### src/rtl/quadrature_decoder.sv
`default_nettype none
// ============================================================================
//  Module      : quadrature_decoder
//  Description : Two-phase (A/B) incremental-encoder front end. Synchronises
//                and debounces both channels, decodes x4 Gray transitions into
//                one-cycle step pulses with a direction flag, and flags and
//                counts illegal (double-bit) transitions.
//  Ports       :
//    clk        in   1          single clock, all logic on posedge
//    rst        in   1          synchronous reset, active-high
//    en         in   1          1 = emit step/err, 0 = track inputs silently
//    enc_a      in   1          raw encoder channel A (asynchronous)
//    enc_b      in   1          raw encoder channel B (asynchronous)
//    step       out  1          one-cycle pulse per valid quadrature transition
//    up_down    out  1          direction of most recent valid step (1 = up)
//    err        out  1          one-cycle pulse on illegal transition
//    err_count  out  ERR_CNT_W  saturating count of illegal transitions
//    ready      out  1          high once the decoder has left INIT
//  Revision    : 1.0  initial release
// ============================================================================
module quadrature_decoder #(
    parameter int SYNC_STAGES     = 2,
    parameter int DEBOUNCE_CYCLES = 4,
    parameter int ERR_CNT_W       = 8
) (
    input  logic                 clk,
    input  logic                 rst,
    input  logic                 en,
    input  logic                 enc_a,
    input  logic                 enc_b,
    output logic                 step,
    output logic                 up_down,
    output logic                 err,
    output logic [ERR_CNT_W-1:0] err_count,
    output logic                 ready
);

    localparam int                  C_CNT_W      = (DEBOUNCE_CYCLES > 1) ? $clog2(DEBOUNCE_CYCLES) : 1;
    localparam logic [C_CNT_W-1:0]  C_CNT_MAX    = C_CNT_W'(DEBOUNCE_CYCLES - 1);
    localparam int                  C_SETTLE_W   = $clog2(SYNC_STAGES + 1);
    localparam logic [C_SETTLE_W-1:0] C_SETTLE_MAX = C_SETTLE_W'(SYNC_STAGES);

    typedef enum logic [0:0] {
        ST_INIT = 1'b0,
        ST_RUN  = 1'b1
    } state_t;

    // Channel index 1 = A, 0 = B throughout.
    logic [SYNC_STAGES-1:0]        r_sync_a;
    logic [SYNC_STAGES-1:0]        r_sync_b;
    logic [1:0]                    w_sync;
    logic [1:0]                    r_filt;
    logic [1:0][C_CNT_W-1:0]       r_cnt;
    logic [1:0]                    r_prev;
    logic [C_SETTLE_W-1:0]         r_settle;
    state_t                        r_state;
    logic                          w_quiet;
    logic [1:0]                    w_delta;

    // Position along the up sequence 00->01->11->10 as a binary index, so a
    // modulo-4 difference directly gives +1 (up), -1 (down) or 2 (illegal).
    function automatic logic [1:0] gray_pos(input logic [1:0] ab);
        return {ab[1], ab[1] ^ ab[0]};
    endfunction

    assign w_sync  = {r_sync_a[SYNC_STAGES-1], r_sync_b[SYNC_STAGES-1]};
    assign w_quiet = (w_sync == r_filt) && (r_cnt[1] == '0) && (r_cnt[0] == '0);
    assign w_delta = gray_pos(r_filt) - gray_pos(r_prev);

    // ------------------------------------------------------------------
    // Synchronisers and per-channel debounce filters
    // ------------------------------------------------------------------
    always_ff @(posedge clk) begin
        if (rst) begin
            r_sync_a <= '0;
            r_sync_b <= '0;
            r_filt   <= '0;
            r_cnt    <= '0;
        end else begin
            r_sync_a <= {r_sync_a[SYNC_STAGES-2:0], enc_a};
            r_sync_b <= {r_sync_b[SYNC_STAGES-2:0], enc_b};
            for (int i = 0; i < 2; i++) begin
                if (w_sync[i] == r_filt[i]) begin
                    r_cnt[i] <= '0;
                end else if (r_cnt[i] == C_CNT_MAX) begin
                    r_filt[i] <= w_sync[i];
                    r_cnt[i]  <= '0;
                end else begin
                    r_cnt[i] <= r_cnt[i] + C_CNT_W'(1);
                end
            end
        end
    end

    // ------------------------------------------------------------------
    // Decode FSM. INIT waits until the channels have been quiet for
    // SYNC_STAGES+1 consecutive cycles: the synchroniser chains come out of
    // reset at 0, so only after they have flushed does "s == f" mean the
    // filtered level really matches the encoder's rest position.
    // ------------------------------------------------------------------
    always_ff @(posedge clk) begin
        if (rst) begin
            r_state   <= ST_INIT;
            r_prev    <= '0;
            r_settle  <= '0;
            step      <= 1'b0;
            err       <= 1'b0;
            up_down   <= 1'b1;
            err_count <= '0;
            ready     <= 1'b0;
        end else begin
            step <= 1'b0;
            err  <= 1'b0;
            case (r_state)
                ST_INIT: begin
                    r_prev <= r_filt;
                    if (!w_quiet) begin
                        r_settle <= '0;
                    end else if (r_settle == C_SETTLE_MAX) begin
                        r_state <= ST_RUN;
                        ready   <= 1'b1;
                    end else begin
                        r_settle <= r_settle + C_SETTLE_W'(1);
                    end
                end
                ST_RUN: begin
                    // prev tracks even when disabled so re-enable never
                    // replays accumulated motion.
                    r_prev <= r_filt;
                    if (en) begin
                        case (w_delta)
                            2'd1: begin
                                step    <= 1'b1;
                                up_down <= 1'b1;
                            end
                            2'd3: begin
                                step    <= 1'b1;
                                up_down <= 1'b0;
                            end
                            2'd2: begin
                                err <= 1'b1;
                                if (err_count != '1) begin
                                    err_count <= err_count + ERR_CNT_W'(1);
                                end
                            end
                            default: ;
                        endcase
                    end
                end
                default: r_state <= ST_INIT;
            endcase
        end
    end

endmodule
`default_nettype wire

### config.mk
export PLATFORM = sky130hd
export DESIGN_NAME = quadrature_decoder
export DESIGN_NICKNAME = d
export VERILOG_FILES = /design/src/rtl/quadrature_decoder.sv
export SDC_FILE = /design/constraint.sdc
export NUM_CORES = 1
export LEC_CHECK = 0
export CELL_PAD_IN_SITES_DETAIL_PLACEMENT = 1
export CELL_PAD_IN_SITES_GLOBAL_PLACEMENT = 1
export CORE_ASPECT_RATIO = 1.4
export CORE_UTILIZATION = 35
export CTS_CLUSTER_SIZE = 40
export DETAILED_ROUTE_END_ITERATION = 8
export MAX_ROUTING_LAYER = met4
export PLACE_DENSITY = 0.8
export SLEW_MARGIN = 20
export SYNTH_ARGS = -nofsm -noshare
export SYNTH_HDL_FRONTEND = slang
export SYNTH_SLANG_ARGS = --single-unit
### constraint.sdc
create_clock -name clk -period 2.45 [get_ports clk]
set_clock_uncertainty 0.05 [all_clocks]
set_input_delay 0.245 -clock clk [delete_from_list [all_inputs] [get_ports clk]]
set_output_delay 0.245 -clock clk [all_outputs]
set_load 0.02 [all_outputs]
# --- Yosys cells after proc, flatten, opt, wreduce, memory -nomap -nowiden ---
# Index checks and enable logic that the tools add are counted.
word_totals:
  output_inout_bits: 12
  ff_bits: 27
  in_bits: 5
  word_cells: 59
classes:
  add_sub_neg: 5
  n_bitwise: 6
  n_eq_ne: 11
  reduce_logical: 15
  n_mux: 8
ops:
  columns: ["op", "count"]
  rows:
  - ["$eq 2x2->1 const B", 5]
  - ["$reduce_or 3->1", 3]
  - ["$add 8x1->8 const B", 1]
  - ["$ne 8x8->1 const B", 1]
  - ["$add 2x1->2 const B", 3]
  - ["$reduce_and 2->1", 3]
  - ["$reduce_and 3->1", 2]
  - ["$mux 1", 5]
  - ["$logic_not 2->1", 2]
  - ["$mux 2", 2]
  - ["$not 1->1", 4]
  - ["$reduce_and 4->1", 1]
  - ["$eq 1x1->1", 2]
  - ["$eq 2x1->1 const B", 1]
  - ["$eq 2x2->1", 1]
  - ["$logic_and 1x1->1", 2]
  - ["$ne 2x2->1 const B", 1]
  - ["$pmux 1 s2", 1]
  - ["$reduce_bool 2->1", 1]
  - ["$reduce_or 2->1", 1]
  - ["$sub 2x2->2", 1]
  - ["$xor 1x1->1", 2]

# --- Depth between registers and ports, before layout ---
# Gate-level depths: netlist of run 1.
logic_depth:
  depth_word: 5
  depth_mapped: 7
  ltp_nobuf: 6

# --- Worst setup path before layout of run 1 ---
# No wires, ideal clock.
synth_timing:
  path_kind: "reg2reg"
  start: "register r_filt[1]"
  end: "register err_count[3]"
  arrival_time_ns: 1.679
  stages_incl_launch_ff: 7
  required_time_ns: 2.329
  setup_ns: 0.071
  n_path_buf: 0
  path_slack_ns: 0.651
  period_less_slack_ns: 1.799
  path_cell_list: "dfxtp_1 > xnor2_1 > ha_1 > xor3_2 > nand4_4 > or4_1 > a21oi_1"
synth_via:
  elab_chain_cells: 4
synth_rtl:
  columns: ["element", "line_no", "rtl"]
  rows:
  - ["from (decl)", "52", "logic [1:0] r_filt;"]
  - ["from (signal, indexed assignment)", "86", "r_filt[i] <= w_sync[i];"]
  - ["$xor 1x1->1", "63", "return {ab[1], ab[1] ^ ab[0]};"]
  - ["$sub 2x2->2 (*)", "68", "assign w_delta = gray_pos(r_filt) - gray_pos(r_prev);"]
  - ["$eq 2x2->1 (*)", "131", "case (w_delta)"]
  - ["$reduce_and 4->1 (no source line) (*)", null, null]
  - ["to (signal assigned)", "143", "err_count <= err_count + ERR_CNT_W'(1);"]
  - ["to (decl)", "34", "output logic [ERR_CNT_W-1:0] err_count,"]
# Every way passes the cells marked *; elsewhere a longest branch is shown, timed or not.
# A chain may end at the register's enable or synchronous reset.

# --- Worst setup path in the final report of run 1 ---
# Ends and elaborated chain as after synthesis.

==> results of run 1 <==
[worst reg2reg max path, cell delays in order (launching register included)]
cell	delay, ns
dfxtp_1	0.42
xnor2_1	0.11
ha_1	0.21
xor3_2	0.26
nand4_4	0.17
or4_1	0.54
a21oi_1	0.16
[through the flow]
stage / cells / hold slack, ns / setup WS [ns] / area (µm²)
4_1_cts: 174 / 0.408 / 0.475 / 1420
6_report: 174 / 0.400 / 0.487 / 1420
2_1_floorplan: 116 / 0.267 / 0.651 / 1160
5_1_grt: 174 / 0.421 / 0.355 / 1420
3_5_place_dp: 170 / 0.384 / 0.513 / 1370
3_3_place_gp: 170 / 0.369 / 0.584 / 1370
[state kept, by name, summed over array words and instances (netlist names)]
register,cells
err_count,8
r_cnt,4
r_filt,2
r_prev,2
r_settle,2
r_sync_a,2
r_sync_b,2
err,1
r_state,1
ready,1
step,1
up_down,1
[cell usage after synthesis (2+ instances only)]
master    number
or4_1          2
inv_1          7
nor2b_1        6
clkbuf_1       2
nand3_1        2
nor4_1         4
a311oi_1       2
nor4b_1        2
nand4_1        4
ha_1           7
nor3b_1        2
dfxtp_1       27
o21ai_0        2
xnor2_1        3
nor2_1         9
mux2i_1        3
and2_1         2
o21a_1         2
a21oi_1        7
nand2_1        4
[worst paths after layout]
kind	startpoint	endpoint	slack, ns
max	r_filt[1]	err_count[3]	0.49
min	r_sync_b[0]	r_sync_b[1]	0.40
max reg2reg	r_filt[1]	err_count[3]	0.49
min reg2reg	r_sync_b[0]	r_sync_b[1]	0.40
[cell type report]
type	count	share of cell area (%)
Inverter	7	1.85
Multi-Input combinational cell	79	41.1
Clock buffer	4	3.17
Tap cell	39	3.44
Timing Repair Buffer	18	12.3
Sequential cell	27	38.1
[power breakdown]
part	leakage, nW	internal, mW	switching (mW)	total [mW]
Clock	0.0228	0.116	0.131	0.247
Sequential	0.219	0.451	0.00945	0.461
Combinational	0.247	0.0293	0.0297	0.0590
[layer usage]
metal	track usage, %	vias up	share of wire (%)
met1	16.2	450	40
met2	31.1	16	56
li1	-	459	-
met5	-	-	0
met3	1.96	4	1.8
met4	6.79	0	1.3
[cell usage in the layout (no fill, tap or decap), types with 2 or more instances in the layout]
cell type	n
dfxtp_1	27
xnor2_1	3
nand4_1	4
mux2i_1	3
nand2_1	4
nor3b_1	2
o21a_1	2
nor2b_1	6
and2_1	2
a311oi_1	2
nor4_1	4
nand3_1	2
nor2_1	9
inv_1	7
nor4b_1	2
buf_4	2
clkbuf_8	3
ha_1	7
clkdlybuf4s50_1	16
o21ai_0	2
a21oi_1	7
or4_1	2
[logic make-up (layout without fill, tap and decap cells)]
group / after synthesis / count (layout) / synth area share [%]
xor gates and xnor gates: 5 / 5 / 5.17
DFF: 27 / 27 / 46.5
AOI/OAI and AO/OA: 20 / 20 / 11.6
muxes: 3 / 3 / 2.58
adders and majority gates: 7 / 7 / 7.53
and+or+nand+nor: 44 / 44 / 23.3
buffers and inverters: 10 / 29 / 3.34
==> flow_summary.json, run 1 <==
{
  "htreeDepth": 1,
  "p_per_area_mw_per_mm2": 541,
  "synthTopCellsByArea": "dfxtp_1, ha_1, nor2b_1, a21oi_1, nor2_1",
  "critPathSlowestCell": "or4_1",
  "netlist_area_mm2": 0.00116,
  "ctsResizeCount": 0,
  "io_buffers": 16,
  "ant_nets": 0,
  "syn-instance-count": 116,
  "crit_type": "register to register",
  "status": "finished, final reports clean",
  "path_clk_slew_ns": 0.09,
  "wirelength_um": 2540,
  "ys_ff_latch": 27,
  "grt_setup_unrepaired": "no",
  "syn_nets": 128,
  "start_kind": "register",
  "avgRoutedWirePerCell_um": 14.6,
  "dieArea_mm2": 0.00356,
  "viasPerCell": 5.34,
  "slowest_delay_ns": 0.53,
  "numCtsBuffers": 3,
  "track_usage_pct": 16.4,
  "die_x_um": 50.7,
  "drc": 0,
  "maxCapViolCount": 0,
  "leakagePower_nw": 0.488,
  "synth_top_area_cell": "dfxtp_1",
  "r2r_cells": 6,
  "worstPathCellList": "xnor2_1 -> ha_1 -> xor3_2 -> nand4_4 -> or4_1 -> a21oi_1",
  "synth_edf_count": 0,
  "ys.warnings.count": 0,
  "drt_iter0_drc": 6,
  "ioPinCount": 17,
  "post-route-util_pct": 45.0,
  "tns_ns": 0,
  "num-nets-final": 148,
  "grt_pass1_vias": 1018,
  "core_mm2": 0.00315,
  "hold_violations": 0,
  "dr_total_vias": 929,
  "arrival_ns": 2.12,
  "cp_num_cells": 6,
  "cts_hold_buffers": 0,
  "setup_violations": 0,
  "drt_pass1_iterations": 4,
  "cp_top_family": "simple AND/OR/NAND/NOR gates",
  "fin_crit_ns": 1.96,
  "die_h_um": 70.2,
  "power_mw": 0.767,
  "place_hpwl_um": 2000,
  "cp-end-kind": "register",
  "synth.distinct_cells": 37,
  "clkLatencyLatePin_ns": 0.27,
  "syn_avg_cell_area_um2": 10.0,
  "fillers": 390,
  "finalMaxSlewViolations": 0,
  "multi_input_area_um2": 583,
  "std_cell_rows": 24,
  "max_slew_margin_pct": 75.9,
  "path_max_fanout": 9,
  "grt_max_degree": 15,
  "tightestPinTransition_ns": 0.360,
  "cts-root-buf": "clkbuf_8",
  "cts_setup_buffers": 0,
  "critical_path_required_ns": 2.60,
  "synth-main-ff-cell": "dfxtp_1",
  "fin_crit_sh_pct": 80.1,
  "worstHoldPathCells": 1,
  "cts_tree": "built",
  "ir_drop_mv": 0.364,
  "yosysSeqAreaShare_pct": 46.5,
  "area_growth_pct": 22.1,
  "antenna_cells": 0,
  "gp_congestion": 0.734,
  "netlist.area_leader.share_pct": 46.5,
  "fmax_mhz": 509,
  "cp.buffers_inverters": 0,
  "seqCellArea_um2": 541,
  "cts.sinks": 27,
  "grt-ovfl-total": 0,
  "start_util_pct": 36.9,
  "cts_buffer_depth": 2,
  "drive_above_1_share_pct": 5.19,
  "ys_async_sr_fraction_pct": 0,
  "grt_pass1_wl_um": 4330,
  "grt_antenna_before_repair": 0,
  "worstHoldPathType": "register to register"
}
(Power assumes the default switching activity.)
==> run 2, diff against run 1 <==
PLACE_DENSITY = 0.83   (was 0.8)
clock period = 1.7 ns   (was 2.45 ns; I/O delays follow)
==> run 2 against run 1 <==
Against the previous run: the run now ends with setup timing left; wire length increased by 12%; sequential share of layout area fell by 2.9 points; flip-flop and latch count unchanged; critical path depth unchanged; fmax increased by 3.2%; non-clock buffer count increased by 11; setup slack got worse by 0.69 ns; power grew 46%; worst hold slack got worse by 0.00081 ns; combinational power up 57%; critical path type unchanged; largest cell class unchanged; largest power group unchanged; highest routed layer unchanged.
==> flow_summary.json, run 2 (same netlist as run 1, synthesis figures left out) <==
{
  "path_clk_slew_ns": 0.09,
  "placed_cells": 179,
  "finalWorstSetupSlack_ns": -0.203,
  "r2r_start": "r_filt[1]",
  "cts.sinks": 27,
  "fin_crit_ns": 1.90,
  "fin_crit_sh_pct": 112,
  "cp-end-kind": "register",
  "leakagePower_nw": 0.544,
  "met3_usage_pct": 2.18,
  "tns_ns": -0.822,
  "critPathSlowestCell": "or4b_4",
  "cts_hold_buffers": 0,
  "cts_tree": "built",
  "use_met2_pct": 33.5,
  "grt_util_met1_pct": 16.8,
  "final_cell_mix": "dfxtp_1, clkdlybuf4s50_1, buf_4, nor2_1, inv_1",
  "arrival_ns": 2.06,
  "core_mm2": 0.00315,
  "place_hpwl_um": 2030,
  "htreeDepth": 1,
  "ant_nets": 0,
  "cts-root-buf": "clkbuf_8",
  "fillers": 369,
  "worstHoldPathCells": 2,
  "grt-ovfl-total": 0,
  "crit_start": "r_filt[1]",
  "min_to": "r_sync_a[0]",
  "dieArea_mm2": 0.00356,
  "hold_violations": 0,
  "hp-start": "enc_a",
  "worstHoldPathType": "primary input to register",
  "area_growth_pct": 33.7,
  "cts_buffer_depth": 2,
  "stdcell_area_mm2": 0.00155,
  "track_usage_pct": 17.8,
  "critical_path_required_ns": 1.86,
  "slowest_delay_ns": 0.55,
  "drc": 0,
  "antenna_cells": 0,
  "dr_total_vias": 965,
  "r2r_cells": 6,
  "finalMaxSlewViolations": 0,
  "place_area_mm2": 0.00145,
  "largest_reg_flops": 8,
  "r2r-end": "err_count[5]",
  "post-route-util_pct": 49.3,
  "path_max_fanout": 5,
  "grt_setup_unrepaired": "yes",
  "viasPerCell": 5.22,
  "grt_antenna_before_repair": 0,
  "die_h_um": 70.2,
  "place_ws_ns": -0.178,
  "io_buffers": 16,
  "gp_congestion": 0.748,
  "clkLatencyLatePin_ns": 0.28,
  "wirelength_um": 2850,
  "die_x_um": 50.7,
  "status": "finished with violations",
  "max_slew_margin_pct": 62.3,
  "num-nets-final": 159,
  "grt_pass1_vias": 1052,
  "p_per_area_mw_per_mm2": 719,
  "worstPathCellList": "xnor2_2 -> ha_2 -> xor3_2 -> nand4_4 -> or4b_4 -> a21oi_2",
  "ioPinCount": 17,
  "crit_type": "register to register",
  "setup_violations": 8,
  "drt_iter0_drc": 12,
  "final_cells": 185,
  "rrSetupSlack_ns": -0.20,
  "grt_pass1_wl_um": 4550,
  "grt.busiest_layer": "met2",
  "start_kind": "register",
  "top_regs": "err_count (8), r_cnt (4)",
  "power_mw": 1.12,
  "maxCapViolCount": 0,
  "avgRoutedWirePerCell_um": 15.4,
  "violations": "setup timing",
  "ir_drop_mv": 0.497,
  "regMostFlops": "err_count",
  "start_util_pct": 36.9,
  "tightestPinTransition_ns": 0.563,
  "numCtsBuffers": 3,
  "fmax_mhz": 526,
  "layout_commonest_cell": "dfxtp_1",
  "drt_pass1_iterations": 3,
  "std_cell_rows": 24,
  "grt_max_degree": 15,
  "drive_above_1_share_pct": 21.2,
  "holdWs_ns": 0.399
}
[run 2: cell count changes in the layout (fill, tap and decap cells not counted), sizes merged]
cell  delta
buf     +11
[run 2: where the power goes]
| part | total, mW | switching [mW] | internal (mW) |
|---|---|---|---|
| logic | 0.0924 | 0.0453 | 0.0471 |
| clock network | 0.360 | 0.192 | 0.168 |
| registers | 0.664 | 0.0139 | 0.650 |
[run 2: layout make-up]
class / instances / area [µm²] / share of cell area, %
flip-flops and latches: 27 / 547 / 35.2
well taps: 39 / 48.8 / 3.14
inverters: 7 / 26.3 / 1.69
repair buffers: 29 / 258 / 16.6
multi-input cells: 79 / 629 / 40.5
clock buffers: 4 / 45.0 / 2.90
[run 2: how the worst max path moves through the flow]
stage	end	slack, ns
final	err_count[5]	-0.20
after global routing	err_count[5]	-0.26
after CTS	err_count[5]	-0.15
after detailed placement	err_count[6]	-0.18
after global placement	err_count[3]	-0.07
after floorplan	err_count[3]	-0.05
[run 2: what timing repair did]
action,4_1_cts,5_1_grt
resized for setup,5,5
setup endpoints to repair,7,9
pin swaps,1,0
setup buffers,2,0
[run 2: per-layer routing]
metal | share of wire (%) | up-vias | routed length [µm]
li1 | - | 482 | -
met4 | 3.4 | 0 | 98
met2 | 58 | 19 | 1650
met3 | 2.4 | 7 | 68
met1 | 36 | 457 | 1030
met5 | 0 | - | 0
[run 2: worst max-delay path: cells and delay by family (launching register included)]
family,cells,cell delay [ns]
xor+xnor,2,0.38
simple gates,2,0.69
flops,1,0.35
compound gates,1,0.18
fa+ha+maj,1,0.18
==> run 3, diff against run 2 <==
CORE_MARGIN = 2   (was default)
==> run 3 against run 2 <==
Against the previous run: the flow still finishes with violations (setup timing); worst hold slack better by 0.0026 ns; wire length up 10%; critical path depth up 1.
==> flow_summary.json, run 3 (same netlist as run 1, synthesis figures left out) <==
{
  "htreeDepth": 1,
  "cts-root-buf": "clkbuf_8",
  "tns_ns": -0.640,
  "arrival_ns": 1.99,
  "setup_violations": 8,
  "cts_tree": "built",
  "start_kind": "register",
  "path_clk_slew_ns": 0.09,
  "fin_crit_ns": 1.83,
  "io_buffers": 16,
  "pwr-share-seq_pct": 59.2,
  "area_growth_pct": 35.4,
  "cp-end-kind": "register",
  "regMostFlops": "err_count",
  "largest_reg_flops": 8,
  "clock_power_share_pct": 32.1,
  "avgRoutedWirePerCell_um": 17.0,
  "grt_pass1_vias": 1150,
  "die_h_um": 72.2,
  "maxCapViolCount": 0,
  "die_x_um": 52.7,
  "wirelength_um": 3140,
  "path_max_fanout": 5,
  "numCtsBuffers": 3,
  "fillers": 373,
  "std_cell_rows": 24,
  "layout_commonest_cell": "dfxtp_1",
  "finalMaxSlewViolations": 0,
  "tightestPinTransition_ns": 0.472,
  "start_util_pct": 36.9,
  "final_cell_mix": "dfxtp_1, clkdlybuf4s50_1, buf_4, nor2_1, inv_1",
  "ir_drop_mv": 0.660,
  "power_mw": 1.12,
  "cts.sinks": 27,
  "clkLatencyLatePin_ns": 0.27,
  "grt_antenna_before_repair": 0,
  "place_hpwl_um": 2360,
  "cts_buffer_depth": 2,
  "grt_max_degree": 15,
  "grt_pass1_wl_um": 5190,
  "status": "finished with violations",
  "leakagePower_nw": 0.555,
  "violations": "setup timing",
  "crit_type": "register to register",
  "fin_crit_sh_pct": 108,
  "grt_setup_unrepaired": "yes",
  "top_regs": "err_count (8), r_cnt (4)",
  "max_slew_margin_pct": 68.4,
  "cts_hold_buffers": 0,
  "core_mm2": 0.00315,
  "drt_iter0_drc": 11,
  "critical_path_required_ns": 1.86,
  "p_sw_mw": 0.255,
  "dieArea_mm2": 0.00380,
  "drt_pass1_iterations": 4,
  "swShare_pct": 22.8,
  "ioPinCount": 17,
  "dr_total_vias": 1011,
  "ant_nets": 0,
  "drc": 0,
  "combPwrFrac_pct": 8.7,
  "fmax_mhz": 547,
  "finalWorstSetupSlack_ns": -0.128,
  "p_per_area_mw_per_mm2": 712,
  "num-nets-final": 159,
  "drive_above_1_share_pct": 24.7,
  "track_usage_pct": 19.1,
  "antenna_cells": 0,
  "worstHoldPathType": "register to register",
  "gp_congestion": 0.739,
  "grt-ovfl-total": 0,
  "viasPerCell": 5.46,
  "hold_violations": 0,
  "p_int_mw": 0.865
}
## run 3: power groups by stage
stage               Sequential (mW)  Clock [mW]  Combinational, mW
floorplan                     0.678           0             0.0505
global route                  0.666       0.402              0.108
global placement              0.678           0             0.0873
detailed placement            0.680           0             0.0980
CTS                           0.665       0.374             0.0991
finish                        0.663       0.360             0.0976
## run 3: routing by layer
layer | vias to the layer above | GRT usage, % | wire length [µm]
met4 | 0 | 8.26 | 89
met1 | 497 | 18.1 | 1100
met3 | 9 | 2.88 | 75
met2 | 22 | 36.3 | 1880
met5 | - | - | 0
li1 | 483 | - | -
## run 3: timing repair
item	in CTS	in global routing
setup buffers	2	0
pin swaps	10	2
endpoints found under the setup margin	8	10
resized for setup	10	7
## run 3: layout make-up
type / instances / area [µm²] / area share (%)
Clock buffer: 4 / 45.0 / 2.86
Inverter: 7 / 26.3 / 1.67
Multi-Input combinational cell: 79 / 647 / 41.1
Sequential cell: 27 / 549 / 34.9
Tap cell: 39 / 48.8 / 3.10
Timing Repair Buffer: 29 / 258 / 16.4
## run 3: path summary, 6_finish.rpt
| kind | from | to | slack, ns | cells past startpoint |
|---|---|---|---|---|
| worst min register to register | r_sync_a[0] | r_sync_a[1] | 0.40 | 1 |
| worst min-delay path | r_sync_a[0] | r_sync_a[1] | 0.40 | 1 |
| worst max-delay path | r_filt[1] | err_count[0] | -0.13 | 7 |
| worst max register to register | r_filt[1] | err_count[0] | -0.13 | 7 |
## run 3: per-stage QoR
stage | cell area (µm²) | cells | utilization [%] | hold WS, ns | setup WS, ns
global route | 1570 | 185 | 49.9 | 0.389 | -0.227
finish | 1570 | 185 | 49.9 | 0.402 | -0.128
detailed placement | 1450 | 179 | 45.9 | 0.387 | -0.300
CTS | 1540 | 185 | 48.8 | 0.401 | -0.206
global placement | 1450 | 179 | 45.9 | 0.371 | -0.0720
floorplan | 1170 | 116 | - | 0.184 | -0.0532
## run 3: worst max-delay path, stage by stage, from the launching register on
cell and delay [ns]:
dfxtp_4 0.37, xnor2_2 0.13, ha_2 0.18, xor3_2 0.24
nand4_4 0.11, buf_4 0.17, or3_1 0.37, a21oi_2 0.14
